File: config.mk
export PLATFORM = sky130hd
export DESIGN_NAME = pixel_writer
export DESIGN_NICKNAME = d
export VERILOG_FILES = /design/src/rtl/pixel_writer.sv
export SDC_FILE = /design/constraint.sdc
export NUM_CORES = 1
export LEC_CHECK = 0
export CORE_AREA = 2 2 95 97
export DETAILED_ROUTE_END_ITERATION = 8
export DIE_AREA = 0 0 97 99
export SYNTH_ARGS = -nofsm -noshare
export SYNTH_HDL_FRONTEND = slang
export SYNTH_SLANG_ARGS = --single-unit
File: constraint.sdc
create_clock -name clk -period 4.5 [get_ports clk]
set_input_delay 0.45 -clock clk [delete_from_list [all_inputs] [get_ports clk]]
set_output_delay 0.45 -clock clk [all_outputs]
set_load 0.02 [all_outputs]
File: src/rtl/pixel_writer.sv
// Writes SPI pixel words in raster order into a double-buffered framebuffer,
// swapping buffers on each completed frame and abandoning frames on idle timeout.
module pixel_writer #(
    parameter int unsigned WIDTH        = 64,
    parameter int unsigned HEIGHT       = 32,
    parameter int unsigned ADDR_BITS    = 11,
    parameter int unsigned IDLE_TIMEOUT = 4096
) (
    input  logic                 clk,
    input  logic                 reset,
    input  logic [15:0]          spi_data,
    input  logic                 spi_pixel_clk,
    output logic [ADDR_BITS:0]   fb_addr,
    output logic [15:0]          fb_data,
    output logic                 fb_write,
    output logic                 display_buffer,
    output logic                 frame_done,
    output logic                 sync_lost
);

    localparam int unsigned IdleBits = (IDLE_TIMEOUT > 1) ? $clog2(IDLE_TIMEOUT) : 1;
    localparam logic [ADDR_BITS-1:0] LastAddr = ADDR_BITS'(WIDTH * HEIGHT - 1);
    localparam logic [IdleBits-1:0]  IdleMax  = IdleBits'(IDLE_TIMEOUT - 1);

    localparam logic [0:0] StDiscard = 1'b0;
    localparam logic [0:0] StRun     = 1'b1;

    logic [2:0]           sync_q;
    logic                 strobe_rise;
    logic                 edge_q;
    logic [15:0]          data_q;

    logic [0:0]           state_q, state_d;
    logic [ADDR_BITS-1:0] pix_addr_q, pix_addr_d;
    logic                 wr_buf_q, wr_buf_d;
    logic [IdleBits-1:0]  idle_cnt_q, idle_cnt_d;
    logic                 display_d;
    logic [ADDR_BITS:0]   fb_addr_d;
    logic [15:0]          fb_data_d;
    logic                 fb_write_d, frame_done_d, sync_lost_d;

    // sync_q[1:0] is the synchronizer, sync_q[2] the edge-detect history.
    assign strobe_rise = sync_q[1] & ~sync_q[2];

    // spi_data is held stable by the receiver long after the strobe, so it
    // is safe to capture it unsynchronized on the detected edge.
    always_ff @(posedge clk) begin
        if (reset) begin
            sync_q <= 3'b000;
            edge_q <= 1'b0;
            data_q <= 16'h0000;
        end else begin
            sync_q <= {sync_q[1:0], spi_pixel_clk};
            edge_q <= strobe_rise;
            if (strobe_rise) begin
                data_q <= spi_data;
            end
        end
    end

    always_comb begin
        state_d      = state_q;
        pix_addr_d   = pix_addr_q;
        wr_buf_d     = wr_buf_q;
        idle_cnt_d   = idle_cnt_q;
        display_d    = display_buffer;
        fb_addr_d    = fb_addr;
        fb_data_d    = fb_data;
        fb_write_d   = 1'b0;
        frame_done_d = 1'b0;
        sync_lost_d  = 1'b0;

        if (edge_q) begin
            idle_cnt_d = '0;
            if (state_q == StDiscard) begin
                state_d    = StRun;
                pix_addr_d = '0;
            end else begin
                fb_write_d = 1'b1;
                fb_addr_d  = {wr_buf_q, pix_addr_q};
                fb_data_d  = data_q;
                if (pix_addr_q == LastAddr) begin
                    pix_addr_d   = '0;
                    display_d    = wr_buf_q;
                    wr_buf_d     = ~wr_buf_q;
                    frame_done_d = 1'b1;
                end else begin
                    pix_addr_d = pix_addr_q + ADDR_BITS'(1);
                end
            end
        end else begin
            if (idle_cnt_q != IdleMax) begin
                idle_cnt_d = idle_cnt_q + IdleBits'(1);
            end
            if ((state_q == StRun) && (idle_cnt_q == IdleMax)) begin
                sync_lost_d = 1'b1;
                pix_addr_d  = '0;
                state_d     = StDiscard;
            end
        end
    end

    always_ff @(posedge clk) begin
        if (reset) begin
            state_q        <= StDiscard;
            pix_addr_q     <= '0;
            wr_buf_q       <= 1'b0;
            idle_cnt_q     <= '0;
            display_buffer <= 1'b1;
            fb_addr        <= '0;
            fb_data        <= 16'h0000;
            fb_write       <= 1'b0;
            frame_done     <= 1'b0;
            sync_lost      <= 1'b0;
        end else begin
            state_q        <= state_d;
            pix_addr_q     <= pix_addr_d;
            wr_buf_q       <= wr_buf_d;
            idle_cnt_q     <= idle_cnt_d;
            display_buffer <= display_d;
            fb_addr        <= fb_addr_d;
            fb_data        <= fb_data_d;
            fb_write       <= fb_write_d;
            frame_done     <= frame_done_d;
            sync_lost      <= sync_lost_d;
        end
    end

endmodule
==> impl_results.md, run 1 <==
* Status: completed
* Setup Viol. Count Final at 0
* FF+latch count, synth at 77
* Biggest cell delay along the critical path at 0.69 ns
* Iteration-0 DRC count of the detailed router at 131
* Setup Fix Bufs, Post-CTS at 0
* Num ports at 51
* Clk Latency, worst-skew pair at around 0.35 ns
* Library cells used by synthesis at 41
* R2r setup slk at 2.54 ns
* Final Hold Violating Endpoints at 0
* Initial antenna violation count at 0
* Pleak at 1.26 nW
* Setup tns final at 0 ns
* Critical path class: in2reg
* Number of enable flip-flop cells after synthesis at 0
* WP data required at approximately 4.8 ns
* Vias at 2,428
* Pre-CTS WS at 2.10 ns
* Cts repair resizes at 0
* Worst setup margin at 2.48 ns
* Area grow syn2layout at 24.1%
* Hold path startpoint: sync_q[2]
* Clock root buffer: clkbuf_8
* Asr flop ratio synth at 0
* Largest net degree at the start of global routing at 54
* Pre-Repair DR Iteration Count at 4
* Tightest Hold Check Type: reg2reg
* Peak VDD IR at 0.000146 V
* First-pass GRT wire length at roughly 11 mm
* Clock Pin Slew Worst Setup and Hold Paths at 0.09 ns
* ANT nets after route at 0
* Min Tclk post-route at about 2.0 ns
* Die Wd at a little under 100 um
* DRC violations left at 0
* Register area share after synthesis at 0.526
* Post-synthesis cell area at between 2000 and 3000 um2
* Max clock buf depth at 2
* GRT Overall Usage at 0.137
* Hold endpoint: edge_q
* CP arrival at roughly 2.3 ns
* Period utilisation layout at 0.449
* Slew headroom at 0.270
* R2R cell count at 5
* # rows at 34
* Number of global-route vias before repair at 2,273
* DPL Wire Length at 4.10 mm
* Layout cells sized above 1 at 0.0518
* Commonest cells after routing, fill and taps aside: 95 x nand2_1, 77 x dfxtp_1, 57 x a21oi_1, 49 x clkdlybuf4s50_1, 12 x nand3_1
* Core area at 8550 um2
* Mapped Cells at 343
* Die ar. at 9600 um2
* Clock skew at 0.00726 ns
* CTS tree: built
* GRT Residual Overflow at 0
* Hold path depth at 1
* Pwr dens at 335 nW/um2
* Syn Nets at 364
* Endpoint class of the critical path: register
* Cell chain of the critical path: buf_2, nand3b_1, clkinv_1, a22o_1, a21o_1
* I/O Buffers at 50
* Die H at around 99 um
* Avg Synthesized Cell Area at about 8.5 um2
* Htree depth at 3
* Worst-Margin Slew at 1.09 ns
* CTS Hold Bufs at 0
* Starting Density at 0.343
* Total CTS buffers at 9
* Drt total wl at roughly 6.2 mm
* Final #Nets at 402
* WL/cell at 12.6 um
* FF-to-FF End: display_buffer
* RSZ-0062 raised after global routing: no
* Max-Cap Viols at 0
* CP Launch Type: input port
* Reg2reg start: pix_addr_q[0]
* DR vias/cell at 4.91
* Max Clk Rate at 0.495 GHz
* Worst-path fanout max at 53
* Ys Warns at 0
* Most common cell after layout, fill and taps aside: nand2_1
* N_diodes at 0
* Gpl congestion at roughly 0.77
* Primary FF master, synth: dfxtp_1
* Slew Limit Fails at 0
* Clk sinks at 77
* Critical-path top delay cell: buf_2
* Fin util at 0.425
state kept, by name (all words and copies together) (netlist names):
register and count:
display_buffer 1, pix_addr_q 11, sync_lost 1, sync_q 3
idle_cnt_q 12, state_q 1, data_q 16, wr_buf_q 1
fb_write 1, fb_data 16, fb_addr 12, frame_done 1
edge_q 1
through the flow:
| step | hold slack [ns] | instances | instance area, um2 | power (mW) |
|---|---|---|---|---|
| floorplan | 0.406 | 343 | 2930 | 0.736 |
| global placement | 0.414 | 478 | 3450 | 0.756 |
| detailed placement | 0.429 | 478 | 3450 | 0.757 |
| CTS | 0.441 | 494 | 3640 | 1.23 |
| global route | 0.462 | 494 | 3640 | 1.27 |
| finish | 0.438 | 494 | 3640 | 1.22 |
synth_stat cells, drive strengths merged (2+ instances only):
master / n / area, um2
nand2: 95 / 357
xor2: 4 / 35.0
a21oi: 57 / 285
buf: 10 / 57.6
clkbuf: 13 / 48.8
nor2b: 5 / 31.3
nand3: 12 / 60.1
and4: 4 / 35.0
dfxtp: 77 / 1540
mux2i: 4 / 40.0
or3: 4 / 25.0
nor3b: 2 / 15.0
nand2b: 2 / 12.5
nand4: 6 / 43.8
a21o: 3 / 22.5
o21ai: 6 / 30.0
xnor2: 3 / 26.3
o2bb2ai: 2 / 17.5
nor2: 6 / 22.5
and2: 4 / 25.0
and3: 6 / 42.5
a22o: 2 / 17.5
ha: 2 / 25.0
layout make-up:
cell class / instances / area [um2]
clock buffers: 9 / 124
flip-flops and latches: 77 / 1540
repair buffers: 50 / 495
fillers: 831 / 4910
multi-input cells: 242 / 1280
well taps: 108 / 135
inverters: 1 / 3.75
clock inverters: 7 / 58.8
worst max-delay path: cells and delay by family:
kind | cells | cell delay, ns
AND/OR/NAND/NOR | 1 | 0.35
AO/OA/AOI/OAI | 2 | 0.45
buffers and inverters | 2 | 1.01
cell families (layout without fill, tap and decap cells):
logic type	Yosys count	in the layout	share of synthesized area
and+or+nand+nor	150	150	0.238
AOI/OAI and AO/OA	79	79	0.155
DFF	77	77	0.526
buffers and inverters	24	67	0.0376
xor gates and xnor gates	7	7	0.0209
muxes	4	4	0.0137
adders and majority gates	2	2	0.00854
worst max-delay path by stage:
stage / startpoint / end / slack (ns) / cells after the start
final: reset / pix_addr_q[10] / 2.48 / 5
after global routing: reset / pix_addr_q[10] / 2.31 / 5
after CTS: reset / pix_addr_q[10] / 2.48 / 5
after detailed placement: reset / pix_addr_q[10] / 2.10 / 5
after global placement: reset / pix_addr_q[10] / 2.14 / 5
after floorplan: idle_cnt_q[0] / idle_cnt_q[11] / 2.69 / 7
report_power, final:
part	switching [mW]	internal, mW
registers	0.00549	0.690
logic	0.0235	0.0222
clock network	0.272	0.206
total	0.301	0.918
per-layer routing:
metal | global-route usage | share of wire | vias to the layer above
li1 | - | - | 1255
met1 | 0.179 | 0.49 | 1118
met2 | 0.209 | 0.44 | 45
met3 | 0.0355 | 0.049 | 10
met4 | 0.0683 | 0.022 | 0
met5 | 0 | 0 | -
Note: power is estimated with default switching activity, not from simulation.
==> inputs of run 2 (changes only) <==
Clock period 4.5 ns to 1.9 ns, I/O delays scaled along.
==> impl_results.md, run 2 (synthesized netlist as in run 1, its figures left out) <==
* Die H at 99 um (unchanged)
* Commonest cells after routing, fill and taps aside: 95 x nand2_1, 77 x dfxtp_1, 57 x a21oi_1, 49 x clkdlybuf4s50_1, 12 x nand3_1 (unchanged)
* RSZ-0062 raised after global routing: no (unchanged)
* Biggest cell delay along the critical path at 0.50 ns (was 0.69 ns)
* Highest routed layer: met4 (unchanged)
* Number of global-route vias before repair at 2,367 (was 2,273)
* Largest net degree at the start of global routing at 50 (was 54)
* Layout cells sized above 1 at 0.0711 (was 0.0518)
* Gpl congestion at 0.788 (was 0.770)
* Met2 WL post-DR at 2.83 mm (was 2.75 mm)
* Placed insts at 486 (was 478)
* Min Tclk post-route at around 1.7 ns
* Met1 Wirelength at 3.06 mm (was 3.03 mm)
* Clock root buffer: clkbuf_8 (unchanged)
* Max clock buf depth at 2 (unchanged)
* Period utilisation layout at 0.914
* Slew Limit Fails at 0 (unchanged)
* I/O Buffers at 50 (unchanged)
* Core area at 8550 um2 (unchanged)
* Regs by FF count: data_q (16), fb_data (16) (unchanged)
* Endpoint class of the critical path: register (unchanged)
* Final std cells w/o fill at 502 (was 494)
* WP data required at 2.14 ns (was 4.75 ns)
* Worst-path fanout max at 8 (was 53)
* Setup Viol. Count Final at 0 (unchanged)
* Num ports at 51 (unchanged)
* Most common cell after layout, fill and taps aside: nand2_1 (unchanged)
* DPL Wire Length at 4.23 mm (was 4.10 mm)
* Status: completed (unchanged)
* Htree depth at 3 (unchanged)
* ANT nets after route at 0 (unchanged)
* GRT Overall Usage at 0.138 (was 0.137)
* Initial antenna violation count at 0 (unchanged)
* Pwr dens at 781 nW/um2 (was 335 nW/um2)
* Final Hold Violating Endpoints at 0 (unchanged)
* Pleak at 1.30 nW (was 1.26 nW)
* Cell chain of the critical path: ha_1, and3_1, and3_4, or4b_1, o211a_1 (was buf_2, nand3b_1, clkinv_1, a22o_1, a21o_1)
* CP Launch Type: register (was input port)
* Worst-Margin Slew at 0.629 ns (was 1.09 ns)
* Drt total wl at 6.34 mm (was 6.22 mm)
* Final Power at 2.88 mW (was 1.22 mW)
* Peak VDD IR at 0.000387 V (was 0.000146 V)
* Final #Nets at 410 (was 402)
* # rows at 34 (unchanged)
* CTS tree: built (unchanged)
* Max Clk Rate at 0.576 GHz
* Pre-Repair DR Iteration Count at 4 (unchanged)
* Metal3 WL at 361 um (was 306 um)
* Clk Latency, worst-skew pair at 0.35 ns (about the same)
* Clock skew at 0.0163 ns (was 0.00726 ns)
* DR vias/cell at 4.94 (was 4.91)
* Setup tns final at 0 ns (unchanged)
* Clk sinks at 77 (unchanged)
* Critical-path top delay cell: or4b_1 (was buf_2)
* Cts repair resizes at 0 (unchanged)
* CTS Hold Bufs at 0 (unchanged)
* Vias at 2,480 (was 2,428)
* First-pass GRT wire length at 10.9 mm (was 10.7 mm)
* Critical path class: reg2reg (was in2reg)
* GRT Residual Overflow at 0 (unchanged)
* CP arrival at 1.98 ns (was 2.27 ns)
* Clock Pin Slew Worst Setup and Hold Paths at 0.08 ns (was 0.09 ns)
* WL/cell at 12.6 um (about the same)
* Setup Fix Bufs, Post-CTS at 0 (unchanged)
* Slew headroom at 0.581 (was 0.270)
* Tightest Hold Check Type: in2reg (was reg2reg)
* Max-Cap Viols at 0 (unchanged)
* Hold_ws at 0.0989 ns (was 0.438 ns)
* Iteration-0 DRC count of the detailed router at 119 (was 131)
* Die Wd at 97 um (unchanged)
* Starting Density at 0.343 (unchanged)
* Area grow syn2layout at 26.0% (was 24.1%)
* DRC violations left at 0 (unchanged)
* N_diodes at 0 (unchanged)
* Total CTS buffers at 9 (unchanged)
* Die ar. at 9600 um2 (unchanged)
run 2: cell count changes in the layout (fill, tap and decap cells not counted), sizes merged:
cell    delta
clkinv     -2
buf        +8
inv        +2
run 2: worst max-delay path, delay by kind of cell (launching register included):
family | cells | cell delay [ns]
DFF | 1 | 0.34
and+or+nand+nor | 3 | 0.94
AOI/OAI and AO/OA | 1 | 0.14
adders and majority gates | 1 | 0.22
run 2: layer usage:
| layer | track usage | vias to the layer above |
|---|---|---|
| met3 | 0.0447 | 9 |
| met2 | 0.228 | 67 |
| met4 | 0.0488 | 0 |
| met5 | 0 | - |
| met1 | 0.169 | 1138 |
| li1 | - | 1266 |
run 2: final timing paths:
kind,startpoint,end,cells past startpoint,slack (ns)
worst max register to register,idle_cnt_q[0],idle_cnt_q[11],5,0.16
worst max-delay path,idle_cnt_q[0],idle_cnt_q[11],5,0.16
worst min register to register,sync_q[2],edge_q,1,0.43
worst min-delay path,reset,fb_addr[10],2,0.1
run 2: where the power goes:
| group | total [mW] | internal (mW) | leakage [nW] | switching (mW) |
|---|---|---|---|---|
| clock network | 1.12 | 0.490 | 0.0870 | 0.634 |
| logic | 0.114 | 0.0563 | 0.589 | 0.0572 |
| registers | 1.65 | 1.63 | 0.622 | 0.0137 |
| total | 2.88 | 2.18 | 1.30 | 0.705 |
run 2: cell type report:
cell class              count  area [um2]
clock buffers               9         124
clock inverters             7        55.1
fillers                   855        4860
inverters                   1        3.75
multi-input cells         242        1280
flip-flops and latches     77        1540
well taps                 108         135
repair buffers             58         556
run 2: through the flow:
step           area (um2)   util  setup WS (ns)
2_1_floorplan        2930      -         0.0862
3_3_place_gp         3510  0.411          0.186
3_5_place_dp         3510  0.411          0.169
4_1_cts              3690  0.432          0.159
5_1_grt              3690  0.432         0.0726
6_report             3690  0.432          0.163
